--- config.mk ---
export PLATFORM = sky130hd
export DESIGN_NAME = param_stack
export DESIGN_NICKNAME = d
export VERILOG_FILES = /design/src/rtl/param_stack.sv
export SDC_FILE = /design/constraint.sdc
export NUM_CORES = 1
export LEC_CHECK = 0
export ABC_CLOCK_PERIOD_IN_PS = 7200
export CAP_MARGIN = 20
export CORE_ASPECT_RATIO = 1.1
export CORE_UTILIZATION = 63
export DETAILED_ROUTE_END_ITERATION = 12
export PLACE_DENSITY = 0.84
export REMOVE_ABC_BUFFERS = 1
export SLEW_MARGIN = 20
export SYNTH_ARGS = -nofsm -noshare
export SYNTH_HDL_FRONTEND = slang
export SYNTH_SLANG_ARGS = --single-unit
--- constraint.sdc ---
create_clock -name clk -period 7.2 [get_ports clk]
set_clock_uncertainty 0.15 [all_clocks]
set_input_delay 2.16 -clock clk [delete_from_list [all_inputs] [get_ports clk]]
set_output_delay 2.16 -clock clk [all_outputs]
set_load 0.05 [all_outputs]
--- src/rtl/param_stack.sv ---
// param_stack: parameterised LIFO stack with replace-top, registered pop data and sticky error flags
//   clk, reset(async, active-high)      clock and reset
//   push, pop, data_in                  request a push, a pop, or both (replace top)
//   clear_err                           synchronous clear of the sticky error flags
//   top                                 current top entry, 0 when empty
//   pop_data, pop_valid                 word removed by the last accepted pop, one-cycle strobe
//   count, full, empty                  occupancy
//   overflow_err, underflow_err         sticky error flags
//   STACK_PEEK_EN adds peek_idx/peek_data/peek_valid for read-only access below the top
module param_stack #(
    parameter int WIDTH = 8,
    parameter int DEPTH = 16,
    localparam int CW = $clog2(DEPTH + 1),
    localparam int AW = $clog2(DEPTH)
) (
    input  logic             clk,
    input  logic             reset,
    input  logic             push,
    input  logic             pop,
    input  logic [WIDTH-1:0] data_in,
    input  logic             clear_err,
`ifdef STACK_PEEK_EN
    input  logic [AW-1:0]    peek_idx,
    output logic [WIDTH-1:0] peek_data,
    output logic             peek_valid,
`endif
    output logic [WIDTH-1:0] top,
    output logic [WIDTH-1:0] pop_data,
    output logic             pop_valid,
    output logic [CW-1:0]    count,
    output logic             full,
    output logic             empty,
    output logic             overflow_err,
    output logic             underflow_err
);
    logic [WIDTH-1:0] mem_q [DEPTH];
    logic [CW-1:0]    count_q, count_d, cnt_m1;
    logic [WIDTH-1:0] pop_data_q, pop_data_d;
    logic             pop_valid_q, pop_valid_d;
    logic             ovf_q, ovf_d, unf_q, unf_d;
    logic [AW-1:0]    top_idx, wr_idx;
    logic             wr_en;

    assign cnt_m1  = count_q - CW'(1);
    assign top_idx = cnt_m1[AW-1:0];
    assign full    = count_q == CW'(DEPTH);
    assign empty   = count_q == '0;
    assign top     = empty ? '0 : mem_q[top_idx];

    assign count         = count_q;
    assign pop_data      = pop_data_q;
    assign pop_valid     = pop_valid_q;
    assign overflow_err  = ovf_q;
    assign underflow_err = unf_q;

    // A fresh error in the same cycle as clear_err wins because it is applied after the clear
    always_comb begin
        count_d     = count_q;
        pop_data_d  = pop_data_q;
        pop_valid_d = 1'b0;
        ovf_d       = ovf_q & ~clear_err;
        unf_d       = unf_q & ~clear_err;
        wr_en       = 1'b0;
        wr_idx      = count_q[AW-1:0];
        if (push && pop) begin
            wr_en = 1'b1;
            if (empty) begin
                count_d = CW'(1);
                unf_d   = 1'b1;
            end else begin
                wr_idx      = top_idx;
                pop_data_d  = mem_q[top_idx];
                pop_valid_d = 1'b1;
            end
        end else if (push) begin
            if (full) begin
                ovf_d = 1'b1;
            end else begin
                wr_en   = 1'b1;
                count_d = count_q + CW'(1);
            end
        end else if (pop) begin
            if (empty) begin
                unf_d = 1'b1;
            end else begin
                pop_data_d  = mem_q[top_idx];
                pop_valid_d = 1'b1;
                count_d     = cnt_m1;
            end
        end
    end

    always_ff @(posedge clk or posedge reset) begin
        if (reset) begin
            count_q     <= '0;
            pop_data_q  <= '0;
            pop_valid_q <= 1'b0;
            ovf_q       <= 1'b0;
            unf_q       <= 1'b0;
        end else begin
            count_q     <= count_d;
            pop_data_q  <= pop_data_d;
            pop_valid_q <= pop_valid_d;
            ovf_q       <= ovf_d;
            unf_q       <= unf_d;
        end
    end

    // Storage is not reset; a write is suppressed while reset is held so nothing leaks past it
    always_ff @(posedge clk) begin
        if (wr_en && !reset) mem_q[wr_idx] <= data_in;
    end

`ifdef STACK_PEEK_EN
    logic [AW-1:0] peek_pos;
    assign peek_pos   = top_idx - peek_idx;
    assign peek_valid = CW'(peek_idx) < count_q;
    assign peek_data  = peek_valid ? mem_q[peek_pos] : '0;
`endif
endmodule

* Word level (Yosys, flattened, before mapping)
Memories as Yosys holds them, arrays and structs flattened. Index checks and enable logic that the tools add are counted.
Cells by class: add/subtract/negate cells 2, eq/ne operators 5, multiplexer cells 29, bitwise logic cells 3, reductions and logical operators 8
Operators by type and width (number):
- $mux W8 | 5
- $mux W5 | 6
- $mux W1 | 16
- $mux W4 | 2
- $ne A3 B2 Y1 const B | 2
- $add A5 B1 Y5 const B | 1
- $eq A5 B5 Y1 const B | 1
- $logic_not A5 Y1 | 1
- $sub A5 B1 Y5 const B | 1
- $reduce_and A4 Y1 | 1
- $reduce_bool A3 Y1 | 1
- $and A1 B1 Y1 | 2
- $logic_and A1 B1 Y1 | 2
- $ne A2 B1 Y1 const B | 1
- $ne A2 B2 Y1 const B | 1
- $reduce_and A2 Y1 | 1
- $reduce_bool A2 Y1 | 1
- $logic_not A1 Y1 | 1
- $not A1 Y1 | 1
Word-level totals: register bits after elaboration 16, memory bits (writable) 128, bits of input ports 13, output and inout port bits 26, word-level logic and storage cells 53, memories kept 1
Memory list:
- mem_q | depth 16, width 8, rd ports 1, clocked after Yosys merged registers in 0, write ports 1, line 36 | logic [WIDTH-1:0] mem_q [DEPTH];

* Longest topological paths before layout
depth in word-level cells 7, gate-level depth with buffers 11

* Worst setup path before layout
No wires, ideal clock.
kind register to output, from register count_q[0] (netlist: count[0]), to output port top[1], arrival time 3.292 ns, required time 4.890 ns, path slack 1.598 ns, cell stages (with the launch flop) 11, cells stage by stage dfrtp_1 -> clkbuf_1 -> buf_2 -> inv_1 -> ha_1 -> buf_2 -> clkbuf_1 -> mux4_2 -> mux2i_1 -> mux2_1 -> nor2_1
On the way: word-level cells in the longest chain between the ends 3
Ends and longest elaborated chain:
- from (decl) | line 37 | logic [CW-1:0] count_q, count_d, cnt_m1;
- from (signal assigned) | line 101 | count_q <= count_d;
- $sub A5 B1 Y5 | line 44 | assign cnt_m1 = count_q - CW'(1);
- $mem_v2 Z16 W8
- $mux W8 (*) | line 48 | assign top = empty ? '0 : mem_q[top_idx];
- to (decl) | line 27 | output logic [WIDTH-1:0] top,
Mark *: on every way between the ends. The rest lies on a longest branch, timed or not.

* Final worst setup path
from register count_q[1] (netlist: count[1]), to output port top[4]
The elaborated chain is that of the path after synthesis.

==> out/summary.txt <==
PLACED DESIGN
------------------------------------------------------------------------------------------------------
Setup slack at placement ................................................................      1480 ps
Count of buffers inserted at the top-level ports ........................................           38
Sum of net half-perimeters after detailed placement .....................................      7910 um
Weighted congestion reported at the end of routability-driven placement .................        0.898

DIE
------------------------------------------------------------------------------------------------------
Die area ................................................................................    10000 um2
Io pins .................................................................................           39
Starting utilization of the core area ...................................................        0.647
Total core area .........................................................................     9350 um2
Die span in x ...........................................................................      95.4 um
Die span in y ...........................................................................       105 um
Cell Rows ...............................................................................           37

TIMING
------------------------------------------------------------------------------------------------------
Final hold violation count ..............................................................            0
Post-layout worst setup margin ..........................................................       878 ps
Setup repair after global routing missed its margin .....................................           no
Actual slew at the worst max-slew pin ...................................................       968 ps
Worst hold-check slack ..................................................................       330 ps
Highest clock frequency the design can meet .............................................      158 MHz
Final count of negative-setup-slack endpoints ...........................................            0
Worst slew margin relative to its limit .................................................        0.352
Final critical-path required period .....................................................      6320 ps
Post-route clock period utilization .....................................................        0.878
Fin Setup TNS ...........................................................................         0 ps
Fin. max-slew vios ......................................................................            0

DETAILED ROUTING
------------------------------------------------------------------------------------------------------
Number of nets with antenna violations after detailed routing ...........................            0
Highest signal layer in the routed design ...............................................         met4
Average detailed-routed wire length per instance ........................................      25.5 um
Number of remaining DRC errors ..........................................................            0
Via density per instance ................................................................         6.57
Met3 layer wire length in the routed design .............................................       969 um
Wire length on met1 .....................................................................      4990 um
Drt total wl ............................................................................     13200 um
Number of detailed-route iterations in the first pass ...................................            5
Number of violations reported at the end of detailed-routing iteration 0 ................          322
Wire length on met2 .....................................................................      6770 um
Vias after detailed routing .............................................................         3412

SYNTHESIS
------------------------------------------------------------------------------------------------------
Mean Syn Cell Area ......................................................................     17.7 um2
Top cell type's share of synthesized area ...............................................        0.635
Yosys synthesis warning count ...........................................................            0
Top-count cell post-synth ...............................................................     edfxtp_1
Predominant post-synthesis flop cell ....................................................     edfxtp_1
Fraction of registers with async set or reset after synthesis ...........................        0.111
Largest area contributor in the netlist .................................................     edfxtp_1
Number of flops mapped to enable cells by yosys .........................................          128
Sequential element share of the synthesized area ........................................        0.701
Seq cells post-synth ....................................................................          144
Largest cells by area after synthesis ................................................... edfxtp_1, mux4_2, dfrtp_1
Synthesized cell area ...................................................................     6050 um2
Instance count of the mapped netlist ....................................................          342
Post-synth top cells .................................................................... edfxtp_1, mux4_2, nor2_1, mux2i_1, dfrtp_1
Cell variety after synth ................................................................           46

SETUP PATH
------------------------------------------------------------------------------------------------------
Worst reg-to-reg path cell count ........................................................            6
Category of the critical setup timing path ..............................................      reg2out
Reg-to-reg setup timing slack ...........................................................      3520 ps
Crit start category .....................................................................     register
Critical-path maximum fanout ............................................................           26
Reg2Reg Launch Point .................................................................... count[1]$_DFFE_PP0P_
Capture point of the worst reg-to-reg path .............................................. mem_q[9][4]$_DFFE_PP_
Type of element capturing the critical path ............................................. primary output
Worst EP required .......................................................................      4890 ps
Critical path arrival ...................................................................      4010 ps

FINAL LAYOUT
------------------------------------------------------------------------------------------------------
Area taken by flip-flops and latches ....................................................     4250 um2
Antenna diode instance count ............................................................            0
Final-layout fill cell count ............................................................          498
Number of nets at the end of the flow ...................................................          405
Area occupied by multi-input gates ......................................................     1640 um2
Ratio of cells with drive above 1 in the final layout ...................................        0.214
Synthesis-to-finish area growth .........................................................        18.7%

CLOCKING
------------------------------------------------------------------------------------------------------
Count of cells resized by post-cts repair ...............................................            0
Clock transition at the register clock pins on the worst setup and hold paths after CTS .        60 ps
TritonCTS buffer count ..................................................................           17
Total number of H-tree levels ...........................................................            4
Clock root buffer master ................................................................     clkbuf_8
Maximum buffer depth of the clock tree ..................................................            2
Post-cts hold buffer count ..............................................................            0
Number of sinks handled by clock tree synthesis .........................................          144
TritonCTS clock tree ....................................................................        built
Post-CTS Setup Repair Bufs ..............................................................            0
Clock insertion delay at the later pin of the skew report ...............................       540 ps

POWER
------------------------------------------------------------------------------------------------------
Highest ir drop seen on vdd .............................................................     0.290 mV
Clock share of power ....................................................................        0.265
Switching share of power ................................................................        0.380
Power per standard cell area ............................................................   492 nW/um2
Sequential cell fraction of total power .................................................        0.295
Reported net switching power ............................................................      1.34 mW
Part of the power in combinational logic ................................................        0.439
Cell internal pwr .......................................................................      2.19 mW
Leakage power figure ....................................................................      2.45 nW

MIN PATH
------------------------------------------------------------------------------------------------------
Number of instances on the worst hold path ..............................................            2
Hold WC Path Type .......................................................................      reg2reg
HP Start ................................................................................ pop_data[7]$_DFFE_PP0P_
Worst-case hold path end point .......................................................... pop_data[7]$_DFFE_PP0P_

GRT
------------------------------------------------------------------------------------------------------
Global-route wire length before repair ..................................................     20300 um
Number of antenna violations at the first check in global routing .......................            0
Number of global-route vias before repair ...............................................         3556
Total routing resource utilization after global routing .................................        0.298
Maximum number of pins on one net before global-route repair ............................           43
GRT overflow ............................................................................            0

RUN
------------------------------------------------------------------------------------------------------
Max Cap Violations ......................................................................            0

RUN STATUS
------------------------------------------------------------------------------------------------------
Result of the run ....................................................................... finished clean

-- cell families after synthesis --
| family | share of synthesized area |
|---|---|
| simple gates | 0.0579 |
| mux | 0.166 |
| xor+xnor | 0.00269 |
| compound gates | 0.0393 |
| fa+ha+maj | 0.00620 |
| buf+inv | 0.0269 |
| flops | 0.701 |
-- per-layer routing --
layer | vias to the layer above | GRT usage
li1 | 1459 | -
met1 | 1708 | 0.384
met2 | 198 | 0.472
met3 | 47 | 0.0844
met4 | 0 | 0.134
met5 | - | 0
-- stage by stage --
step / utilization / instance area, um2 / total power, mW / instances
after floorplan: - / 5930 / 2.12 / 320
after global placement: 0.700 / 6550 / 2.56 / 487
after detailed placement: 0.700 / 6550 / 2.59 / 487
after CTS: 0.768 / 7180 / 3.55 / 519
after global routing: 0.768 / 7180 / 3.67 / 519
final: 0.768 / 7180 / 3.54 / 519
-- state kept, by name (all words and copies together), names as in the netlist --
| register | count |
|---|---|
| underflow_err | 1 |
| overflow_err | 1 |
| mem_q | 128 |
| pop_data | 8 |
| count | 5 |
| pop_valid | 1 |
-- power groups by stage --
stage,logic (mW),registers [mW],clock network [mW]
after global routing,1.63,1.05,0.984
after global placement,1.51,1.05,0
final,1.55,1.04,0.938
after CTS,1.56,1.04,0.945
after detailed placement,1.53,1.06,0
after floorplan,0.911,1.21,0
-- how the worst max path moves through the flow --
stage,from,slack [ps],cells past startpoint,endpoint
CTS,count[1]$_DFFE_PP0P_,890,8,top[5]
floorplan,count[0]$_DFFE_PP0P_,100,6,top[0]
global route,count[1]$_DFFE_PP0P_,690,8,top[5]
finish,count[1]$_DFFE_PP0P_,880,8,top[4]
global placement,count[1]$_DFFE_PP0P_,1600,8,top[5]
detailed placement,count[1]$_DFFE_PP0P_,1480,8,top[5]
-- worst max-delay path, cell delays in order, from the launching register on --
cell	delay, ps
dfrtp_1	550
inv_1	170
ha_1	660
buf_4	440
mux4_2	280
mux2i_1	110
mux2_2	320
nor2_1	110
clkdlybuf4s50_1	820
-- layout by cell type (no fill, tap or decap), types with 3 or more instances in the layout --
cell             Yosys  layout
a31oi_1              4       4
edfxtp_1           128     128
bufinv_16            0       5
nor4b_1              3       3
nor2_1              21      21
mux2_2               6       6
inv_1                7       7
clkbuf_1             9       3
mux2_1               3       3
clkbuf_16            0      16
nor3_1              10      10
ha_1                 3       3
dfrtp_1             16      15
clkdlybuf4s50_1      0      38
mux4_2              32      32
mux2i_1             18      18
nand3_1              3       3
o21ai_0              7       7
nand2_1             15      15
buf_4                0      12
o21ai_1              9       9
clkbuf_8             0       3
and2_1               3       3
-- area by class of cell --
| cell class | count | share of cell area |
|---|---|---|
| sequential | 144 | 0.591 |
| multi-input combinational | 167 | 0.229 |
| timing repair buffer | 50 | 0.0655 |
| clock buffer | 22 | 0.0631 |
| clock inverter | 10 | 0.0258 |
| tap | 117 | 0.0204 |
| inverter | 9 | 0.00540 |
(Power assumes the default switching activity.)
